**config.mk**
```make
export PLATFORM = sky130hd
export DESIGN_NAME = radio_ramp_seq
export DESIGN_NICKNAME = d
export VERILOG_FILES = /design/src/rtl/radio_ramp_seq.sv
export SDC_FILE = /design/constraint.sdc
export NUM_CORES = 1
export LEC_CHECK = 0
export BUFFER_PORTS_ARGS = -buffer_cell sky130_fd_sc_hd__buf_2
export CAP_MARGIN = 20
export CORE_MARGIN = 10
export CORE_UTILIZATION = 50
export DETAILED_ROUTE_END_ITERATION = 6
export PLACE_DENSITY = 0.72
export SETUP_SLACK_MARGIN = 0.15
export SLEW_MARGIN = 30
export SYNTH_ARGS = -nofsm -noshare
export SYNTH_HDL_FRONTEND = slang
export SYNTH_SLANG_ARGS = --single-unit
export TNS_END_PERCENT = 20
```
**constraint.sdc**
```tcl
create_clock -name ck -period 3.05 [get_ports ck]
set_input_delay 0.1525 -clock ck [delete_from_list [all_inputs] [get_ports ck]]
set_output_delay 0.1525 -clock ck [all_outputs]
set_load 0.01 [all_outputs]
```
**src/rtl/radio_ramp_seq.sv**
```systemverilog
// Radio analog power sequencer: turns radioEnable/radioRxEn level requests into timed
// LDO -> synth -> RX/TX chain enables. Optional macro RADIO_RAMP_SYNC_EN adds 2-flop input synchronizers.
module radio_ramp_seq #(
  parameter int RAMP_CYCLES   = 16,
  parameter int SETTLE_CYCLES = 8,
  parameter int DOWN_CYCLES   = 4,
  parameter int CNT_W         = 8
) (
  input  logic ck,
  input  logic arst,
  input  logic radioEnable,
  input  logic radioRxEn,
  input  logic isolateM2,
  output logic ldoEn,
  output logic synthEn,
  output logic rxChainEn,
  output logic txChainEn,
  output logic ready,
  output logic busy
);

  localparam logic [CNT_W-1:0] RAMP_LD   = CNT_W'(RAMP_CYCLES - 1);
  localparam logic [CNT_W-1:0] SETTLE_LD = CNT_W'(SETTLE_CYCLES - 1);
  localparam logic [CNT_W-1:0] DOWN_LD   = CNT_W'(DOWN_CYCLES - 1);
  localparam logic [CNT_W-1:0] CNT_ONE   = CNT_W'(1);

  typedef enum logic [2:0] {
    IDLE,
    LDO_RAMP,
    SYNTH_SETTLE,
    ACTIVE,
    RAMP_DOWN
  } state_t;

  state_t           state, state_n;
  logic [CNT_W-1:0] cnt, cnt_n;
  logic             mode_rx, mode_rx_n;
  logic             req_en, req_rx;
  logic             en, rx;

`ifdef RADIO_RAMP_SYNC_EN
  logic [1:0] req_p0, req_p1;

  // synchronizer stages: {enable, rx}
  always_ff @(posedge ck or posedge arst) begin
    if (arst) begin
      req_p0 <= '0;
      req_p1 <= '0;
    end else begin
      req_p0 <= {radioEnable, radioRxEn};
      req_p1 <= req_p0;
    end
  end

  assign req_en = req_p1[1];
  assign req_rx = req_p1[0];
`else
  assign req_en = radioEnable;
  assign req_rx = radioRxEn;
`endif

  // Isolation clamps are unsynchronized and force both requests off.
  assign en = req_en & ~isolateM2;
  assign rx = req_rx & ~isolateM2;

  always_comb begin
    state_n   = state;
    cnt_n     = cnt;
    mode_rx_n = mode_rx;
    unique case (state)
      IDLE: begin
        if (en) begin
          state_n = LDO_RAMP;
          cnt_n   = RAMP_LD;
        end
      end
      LDO_RAMP: begin
        if (!en) begin
          state_n = RAMP_DOWN;
          cnt_n   = DOWN_LD;
        end else if (cnt == '0) begin
          state_n = SYNTH_SETTLE;
          cnt_n   = SETTLE_LD;
        end else begin
          cnt_n = cnt - CNT_ONE;
        end
      end
      SYNTH_SETTLE: begin
        if (!en) begin
          state_n = RAMP_DOWN;
          cnt_n   = DOWN_LD;
        end else if (cnt == '0) begin
          state_n   = ACTIVE;
          mode_rx_n = rx;
        end else begin
          cnt_n = cnt - CNT_ONE;
        end
      end
      ACTIVE: begin
        // Power-down wins over an RX/TX turnaround request.
        if (!en) begin
          state_n = RAMP_DOWN;
          cnt_n   = DOWN_LD;
        end else if (rx != mode_rx) begin
          state_n = SYNTH_SETTLE;
          cnt_n   = SETTLE_LD;
        end
      end
      RAMP_DOWN: begin
        if (cnt == '0) state_n = IDLE;
        else           cnt_n   = cnt - CNT_ONE;
      end
      default: state_n = IDLE;
    endcase
  end

  // Outputs are decoded from the next state so they register together with it.
  always_ff @(posedge ck or posedge arst) begin
    if (arst) begin
      state     <= IDLE;
      cnt       <= '0;
      mode_rx   <= 1'b0;
      ldoEn     <= 1'b0;
      synthEn   <= 1'b0;
      rxChainEn <= 1'b0;
      txChainEn <= 1'b0;
      ready     <= 1'b0;
      busy      <= 1'b0;
    end else begin
      state     <= state_n;
      cnt       <= cnt_n;
      mode_rx   <= mode_rx_n;
      ldoEn     <= (state_n != IDLE);
      synthEn   <= (state_n == SYNTH_SETTLE) || (state_n == ACTIVE);
      rxChainEn <= (state_n == ACTIVE) &&  mode_rx_n;
      txChainEn <= (state_n == ACTIVE) && !mode_rx_n;
      ready     <= (state_n == ACTIVE);
      busy      <= (state_n != IDLE);
    end
  end

endmodule

```
==> results of run 1 <==
## per-layer routing
layer / wire length (um) / share of wire / global-route usage
met5: 0 / 0 / 0
met4: 33 / 0.013 / 0.0628
met3: 155 / 0.060 / 0.0228
met2: 1270 / 0.49 / 0.203
met1: 1110 / 0.43 / 0.153
## registers in the layout, indices dropped and copies added (netlist names)
name       flops
rxChainEn      1
txChainEn      1
busy           1
cnt            8
mode_rx        1
ready          1
state          3
synthEn        1
## final cells by class
class / instances / share of cell area
multi-input combinational: 95 / 0.530
sequential: 17 / 0.336
timing repair buffer: 13 / 0.0592
tap: 28 / 0.0276
inverter: 8 / 0.0237
clock buffer: 3 / 0.0178
clock inverter: 1 / 0.00592
## power breakdown
part,internal (mW),switching [mW]
combinational,0.195,0.227
sequential,0.281,0.0990
clock,0.0499,0.0777
total,0.526,0.404
## kinds of logic after synthesis
family	after synthesis	synth area share
xor+xnor	4	0.0300
simple gates	48	0.247
compound gates	37	0.239
flops	17	0.364
mux	3	0.0267
buf+inv	16	0.0620
fa+ha+maj	3	0.0321
## through the flow
stage               total power [mW]  instances  utilization  worst slack (ps)
floorplan                      0.726        128            -               735
finish                         0.930        165        0.573               549
global route                    1.02        165        0.573               408
detailed placement             0.805        160        0.555               548
CTS                            0.934        165        0.573               544
global placement               0.789        160        0.555               651
## layout by cell type (no fill, tap or decap), drive strengths merged, types with 3 or more instances in the layout
cell,instances
o21ai,10
clkbuf,3
nor2,6
or3,3
o221ai,5
dfrtp,17
nand2b,5
nor3,7
buf,12
nand2,10
ha,3
a21oi,6
nor4,3
inv,8
## how the worst min path moves through the flow
stage,startpoint,endpoint,slack [ps],depth (start not counted)
after detailed placement,arst,rxChainEn,280,2
after global placement,arst,ready,270,2
final,radioRxEn,txChainEn,90,2
after CTS,radioRxEn,txChainEn,80,2
after floorplan,arst,busy,80,1
after global routing,radioRxEn,txChainEn,70,2
==> results.py, run 1 <==
metrics = {
    "setup_path": {
        "cp.depth": 9,
        "r2r_end": "cnt[0]",
        "crit_top_cell": "ha_1",
        "crit_path_start": "cnt[0]",
        "required_ps": 3220,
        "worstPathBufferInverterCount": 2,
        "worstPathArrival_ps": 2670,
        "worst_setup_path_end_kind": "flip-flop",
        "critical_path_class": "flip-flop to flip-flop",
        "reg2reg_depth": 9,
        "regToRegStartpoint": "cnt[0]",
        "r2r_slack_ps": 550,
        "cpLargestDelayFamily": "simple AND/OR/NAND/NOR gates",
        "start_kind": "flip-flop",
        "endpoint": "cnt[0]",
        "slowest_stage": "or3b_2",
        "crit_chain": "inv_1, ha_1, or3b_2, nor2_4, inv_2, ha_1, or4_1, o21ai_0, a22oi_1",
        "critical_path.max_stage_delay_ps": 510,
        "crit_fanout": 10,
    },
    "sta": {
        "fmaxAchievable_mhz": 400,
        "fin_hold_ws_ps": 85.8,
        "relSlewSlack": 0.512,
        "finalHoldViolations": 0,
        "drv_slew": 0,
        "period_share": 0.820,
        "finalSetupViolCount": 0,
        "rsz0062_at_grt": "false",
        "fin_crit_ps": 2500,
        "fin_tns_setup_ps": 0,
        "skew_ps": 13.1,
        "worst_pin_slew_ps": 726,
    },
    "route": {
        "num_vias": 990,
        "drc": 0,
        "routed_via_density": 6.00,
        "drtIter0Drc": 85,
        "dr.pass1.iters": 5,
        "ant_nets": 0,
        "wl_um": 2570,
        "routedWlPerCell_um": 15.6,
    },
    "clock_network": {
        "clk_pin_slew_ps": 110,
        "cts_tree": "yes",
        "h-tree-depth": 1,
        "clockBufferDepth": 2,
        "cts_root_buf": "clkbuf_4",
        "cts_resized": 0,
        "cts_buffers": 3,
        "clock_latency_ps": 300,
        "postCtsSetupBuffers": 0,
        "ctsHoldBuffers": 1,
        "cts_sinks": 17,
    },
    "flow_run": {
        "maxCapViolCount": 0,
    },
    "yosys": {
        "synth_seq_area_share": 0.364,
        "synth_common_cells": "dfrtp_1, nand2_1, o21ai_0",
        "synth_cell_types": 49,
        "synth_area_sq_um": 1170,
        "synthTopCellsByArea": "dfrtp_1, o21ai_0, o221ai_1",
        "yosys_warnings": 0,
        "syn_nets": 136,
        "synth_area_leader_cell": "dfrtp_1",
        "synth.most_common_cell": "dfrtp_1",
        "syn_inst": 128,
        "synthDominantCellAreaShare": 0.364,
        "synth_edf_count": 0,
        "synth_flop_cell": "dfrtp_1",
        "syn_avg_cell_area_sq_um": 9.14,
        "ys_ff_latch": 17,
        "async_flop_share": 1.00,
    },
    "floorplan": {
        "pin_count": 11,
        "dieArea_sq_um": 4670,
        "row_count": 17,
        "die_w_um": 68.4,
        "start_util": 0.529,
        "fp.coreArea_sq_um": 2210,
        "fp.dieH_um": 68.4,
    },
    "placement": {
        "place_area_sq_um": 1230,
        "hpwl_um": 1910,
        "gp_congestion": 0.867,
        "io_buffers": 10,
    },
    "layout": {
        "area_growth_pct": 8.34,
        "regArea_sq_um": 425,
        "fillerInstances": 199,
        "final_cell_area_sq_um": 1270,
        "drive_gt1_frac": 0.204,
        "nets": 146,
        "multiInputGateArea_sq_um": 672,
        "antenna_cells": 0,
    },
    "power_and_ir_drop": {
        "power_density_nw_per_um2": 734,
        "ir_worst_vdd_v": 0.000390,
        "p_leak_nw": 0.555,
    },
    "grt": {
        "grt_start_max_net_pins": 23,
        "grt_use_total": 0.125,
        "grt_pass1_vias": 977,
        "grt-ovfl-total": 0,
        "antenna_found_initial": 0,
        "grt_pass1_wl_um": 4470,
    },
    "min_path": {
        "hold_class": "input pin to flip-flop",
    },
    "status": {
        "status": "complete, no violations",
    },
}
Power figures use the tool's default switching activity.
==> run 2: changes to the inputs <==
PLACE_DENSITY = 0.75   (was 0.72)
clock period = 2 ns   (was 3.05 ns; I/O delays follow)
==> run 2 against run 1 <==
Against the previous run:
- the flow now finishes with violations (negative setup slack)
- sequential cell count stayed put
- global-route usage is 1.3 points higher
- final area is 15% higher
- sequential share of layout area is 4.3 points lower
- hold slack worse by 75 ps
- die area stayed put
- non-clock buffer count is 18 higher
- wire length is 15% higher
- cell count is 11% higher
- clock power is 51% higher
- via count is 12% higher
==> results.py, run 2 (synthesized netlist as in run 1, its figures left out) <==
metrics = {
    "status": {
        "status": "complete, but fails checks",
        "violations": "negative setup slack",
    },
    "setup_path": {
        "worst_setup_path_end_kind": "flip-flop",
        "slowest_stage": "or4_4",
        "cp.depth": 7,
        "required_ps": 2190,
        "start_kind": "flip-flop",
        "critical_path_class": "flip-flop to flip-flop",
        "critical_path.max_stage_delay_ps": 580,
        "crit_chain": "or4_4, nor2_4, inv_4, ha_4, or4_4, o21ai_2, a22oi_2",
        "cpLargestDelayFamily": "simple AND/OR/NAND/NOR gates",
        "worstPathBufferInverterCount": 1,
        "crit_fanout": 2,
        "reg2reg_depth": 7,
        "worstPathArrival_ps": 2260,
        "crit_top_cell": "or4_4",
    },
    "route": {
        "num_vias": 1106,
        "drtIter0Drc": 68,
        "dr.pass1.iters": 4,
        "wl_um": 2960,
        "ant_nets": 0,
        "routed_via_density": 6.04,
        "routedWlPerCell_um": 16.2,
        "drc": 0,
    },
    "floorplan": {
        "start_util": 0.529,
        "dieArea_sq_um": 4670,
        "die_w_um": 68.4,
        "row_count": 17,
        "pin_count": 11,
        "fp.coreArea_sq_um": 2210,
        "fp.dieH_um": 68.4,
    },
    "layout": {
        "largest_reg_flops": 8,
        "nets": 164,
        "top_register": "cnt",
        "top_regs": "cnt: 8 flops, state: 3 flops",
        "final_util": 0.660,
        "regArea_sq_um": 427,
        "layout_common_cells": "buf_4, dfrtp_1, nand2_1, buf_2, o21ai_0",
        "drive_gt1_frac": 0.361,
        "antenna_cells": 0,
        "final_cell_area_sq_um": 1460,
        "multiInputGateArea_sq_um": 728,
        "fillerInstances": 175,
        "final_common_cell": "buf_4",
        "area_growth_pct": 24.8,
    },
    "clock_network": {
        "cts_sinks": 17,
        "cts_buffers": 3,
        "h-tree-depth": 1,
        "cts_root_buf": "clkbuf_4",
        "cts_tree": "yes",
        "clk_pin_slew_ps": 100,
        "clockBufferDepth": 2,
        "clock_latency_ps": 310,
    },
    "placement": {
        "gp_congestion": 0.848,
        "place_area_sq_um": 1370,
        "io_buffers": 10,
        "place_ws_ps": -98.9,
        "hpwl_um": 2150,
    },
    "grt": {
        "grt_use_total": 0.137,
        "grt_pass1_vias": 1060,
        "grt-ovfl-total": 0,
        "grt_start_max_net_pins": 22,
        "grt_pass1_wl_um": 4930,
        "antenna_found_initial": 0,
    },
    "min_path": {
        "holdPathStages": 2,
        "hold_class": "input pin to flip-flop",
    },
    "sta": {
        "fin_crit_ps": 2070,
        "fmaxAchievable_mhz": 483,
        "worst_pin_slew_ps": 658,
        "finalSetupViolCount": 1,
        "period_share": 1.03,
        "relSlewSlack": 0.561,
        "setup_slack_ps": -70.0,
        "skew_ps": 7.92,
        "fin_hold_ws_ps": 11.1,
        "drv_slew": 0,
        "finalHoldViolations": 0,
        "rsz0062_at_grt": "true",
    },
    "flow_run": {
        "maxCapViolCount": 0,
    },
    "power_and_ir_drop": {
        "ir_worst_vdd_v": 0.000744,
        "p_leak_nw": 0.659,
        "power_density_nw_per_um2": 1210,
    },
}
run 2: changes by cell type in the layout (fill, tap and decap cells not counted), sizes merged:
cell | before | now
buf | 12 | 30
clkinv | 0 | 1
clkinvlp | 1 | 0
run 2: timing repair:
action,CTS,global route
hold endpoints to repair,17,0
setup buffers,0,1
pin swaps,0,4
hold buffers,1,0
setup endpoints to repair,7,7
gates resized for setup,4,6
run 2: worst paths after layout:
check                               start         to  slack, ps
worst max-delay path               cnt[3]     cnt[0]        -70
max in group asynchronous            arst   state[1]       1120
worst min-delay path            radioRxEn  txChainEn         10
worst max register to register     cnt[3]     cnt[0]        -70
min in group asynchronous            arst      ready        420
worst min register to register     cnt[7]     cnt[7]        610
run 2: worst register-to-register path, cell delays in order, from the launching register on:
cell and delay (ps):
dfrtp_1 400, or4_4 580, nor2_4 160, inv_4 50, ha_4 210, or4_4 410
o21ai_2 80, a22oi_2 60
run 2: final cells by class:
cell class              count  share of cell area
well taps                  28              0.0240
multi-input cells          95               0.499
flip-flops and latches     17               0.292
clock buffers               3              0.0154
repair buffers             31               0.144
inverters                   8              0.0223
clock inverters             1             0.00343
run 2: metrics by stage:
step / std cells / TNS, ps / total power, mW
6_report: 183 / -70.0 / 1.76
3_3_place_gp: 177 / 0 / 1.43
3_5_place_dp: 177 / -98.9 / 1.46
5_1_grt: 183 / -179 / 1.90
4_1_cts: 182 / -117 / 1.68
2_1_floorplan: 128 / -127 / 1.13
run 2: report_power, final:
part | internal [mW] | total [mW] | switching [mW]
Sequential | 0.430 | 0.477 | 0.0470
Clock | 0.0749 | 0.193 | 0.118
Combinational | 0.517 | 1.09 | 0.577
Total | 1.02 | 1.76 | 0.742
run 2: metal layers:
metal | vias to the layer above | wire (um) | GRT usage
met5 | - | 0 | 0
met4 | 0 | 27 | 0.0327
met3 | 5 | 180 | 0.0408
met2 | 33 | 1480 | 0.226
met1 | 541 | 1280 | 0.173
li1 | 527 | - | -
==> run 3: changes to the inputs <==
GPL_TIMING_DRIVEN = 0   (was default)
TNS_END_PERCENT = default   (was 20)
==> run 3 against run 2 <==
Against the previous run:
- the run still ends with negative setup slack left
- largest cell class unchanged
- critical endpoint unchanged
- combinational power rose by 26%
- via count rose by 4.8%
- global-route usage rose by 1.1 points
- register-to-register slack got worse by 50 ps
==> results.py, run 3 (synthesized netlist as in run 1, its figures left out) <==
metrics = {
    "route": {
        "routed_via_density": 6.07,
        "num_vias": 1159,
        "wl_um": 3400,
        "drtIter0Drc": 78,
        "ant_nets": 0,
        "routedWlPerCell_um": 17.8,
        "drc": 0,
        "dr.pass1.iters": 6,
    },
    "setup_path": {
        "crit_top_cell": "or4_4",
        "crit_chain": "or4_4, buf_6, nor2_4, inv_4, ha_4, or4_4, o21ai_2, a22oi_2",
        "start_kind": "flip-flop",
        "r2r_slack_ps": -120,
        "worst_setup_path_end_kind": "flip-flop",
        "required_ps": 2180,
        "crit_path_start": "cnt[3]",
        "cpLargestDelayFamily": "simple AND/OR/NAND/NOR gates",
        "slowest_stage": "or4_4",
        "worstPathBufferInverterCount": 2,
        "crit_fanout": 2,
        "critical_path_class": "flip-flop to flip-flop",
        "critical_path.max_stage_delay_ps": 540,
        "worstPathArrival_ps": 2310,
        "regToRegStartpoint": "cnt[3]",
    },
    "layout": {
        "fillerInstances": 159,
        "final_cell_area_sq_um": 1640,
        "antenna_cells": 0,
        "area_growth_pct": 39.9,
        "drive_gt1_frac": 0.485,
        "layout_common_cells": "dfrtp_1, buf_4, buf_2",
        "top_register": "cnt",
        "final_util": 0.740,
        "top_regs": "cnt: 8 flops, state: 3 flops",
        "largest_reg_flops": 8,
        "final_common_cell": "dfrtp_1",
        "nets": 172,
    },
    "floorplan": {
        "fp.coreArea_sq_um": 2210,
        "fp.dieH_um": 68.4,
        "row_count": 17,
        "pin_count": 11,
        "dieArea_sq_um": 4670,
        "start_util": 0.529,
        "die_w_um": 68.4,
    },
    "grt": {
        "antenna_found_initial": 0,
        "grt-ovfl-total": 0,
        "grt_use_total": 0.148,
        "grt_pass1_vias": 1129,
        "grt_pass1_wl_um": 5270,
        "grt_start_max_net_pins": 18,
    },
    "placement": {
        "gp_congestion": 0.879,
        "io_buffers": 10,
        "hpwl_um": 2070,
        "place_area_sq_um": 1270,
        "place_ws_ps": -319,
    },
    "clock_network": {
        "cts_sinks": 17,
        "clk_pin_slew_ps": 100,
        "clock_latency_ps": 300,
        "cts_buffers": 3,
        "h-tree-depth": 1,
        "cts_tree": "yes",
        "clockBufferDepth": 2,
        "cts_root_buf": "clkbuf_4",
    },
    "sta": {
        "fin_crit_ps": 2120,
        "worst_pin_slew_ps": 653,
        "finalHoldViolations": 0,
        "relSlewSlack": 0.564,
        "rsz0062_at_grt": "true",
        "period_share": 1.06,
        "fmaxAchievable_mhz": 471,
        "fin_tns_setup_ps": -327,
        "skew_ps": 3.13,
        "setup_slack_ps": -122,
        "finalSetupViolCount": 4,
        "drv_slew": 0,
    },
    "power_and_ir_drop": {
        "p_leak_nw": 0.710,
        "ir_worst_vdd_v": 0.000809,
        "power_density_nw_per_um2": 1270,
    },
    "flow_run": {
        "maxCapViolCount": 0,
    },
    "min_path": {
        "hold_class": "input pin to flip-flop",
        "hold_start": "radioRxEn",
    },
    "status": {
        "status": "complete, but fails checks",
        "violations": "negative setup slack",
    },
}
run 3: cell types whose count changed in the layout (fill, tap and decap cells not counted), moves of 3 or more:
| cell | previous run | this run |
|---|---|---|
| buf_4 | 20 | 16 |
| o221ai_2 | 0 | 4 |
| clkbuf_2 | 0 | 3 |
| o221ai_1 | 5 | 1 |
| buf_6 | 0 | 5 |
run 3: metal layers:
layer	vias to the layer above	track usage	routed length, um
met3	7	0.0310	215
met4	0	0.0779	66
li1	546	-	-
met1	559	0.182	1420
met5	-	0	0
met2	47	0.237	1700
run 3: layout make-up:
| class | count | area, sq um | area share |
|---|---|---|---|
| buffer | 8 | 46.3 | 0.0283 |
| multi-input combinational | 95 | 837 | 0.511 |
| clock inverter | 1 | 5.00 | 0.00306 |
| clock buffer | 3 | 22.5 | 0.0138 |
| sequential | 17 | 425 | 0.260 |
| tap | 28 | 35.0 | 0.0214 |
| inverter | 8 | 32.5 | 0.0199 |
| timing repair buffer | 31 | 233 | 0.142 |
run 3: path summary, 6_finish.rpt:
check | endpoint | cells past startpoint
setup / recovery | cnt[0] | 8
hold / removal | txChainEn | 2
setup reg to reg | cnt[0] | 8
hold reg to reg | cnt[7] | 2
max in group asynchronous | cnt[3] | 3
min in group asynchronous | txChainEn | 3
run 3: what timing repair did:
item | CTS | global route
hold endpoints to repair | 17 | 0
setup buffers | 10 | 10
hold buffers | 1 | 0
pin swaps | 6 | 14
setup endpoints to repair | 12 | 14
resized for setup | 11 | 33
run 3: per-stage QoR:
step | std cells | total power, mW | hold slack [ps]
global route | 191 | 2.21 | 19.3
finish | 191 | 2.08 | 28.4
floorplan | 128 | 1.13 | 26.1
detailed placement | 166 | 1.32 | 222
CTS | 181 | 1.72 | 31.3
global placement | 166 | 1.29 | 211
run 3: where the power goes:
part | total (mW) | switching, mW | internal [mW]
logic | 1.37 | 0.686 | 0.684
registers | 0.518 | 0.0880 | 0.430
clock network | 0.190 | 0.115 | 0.0747
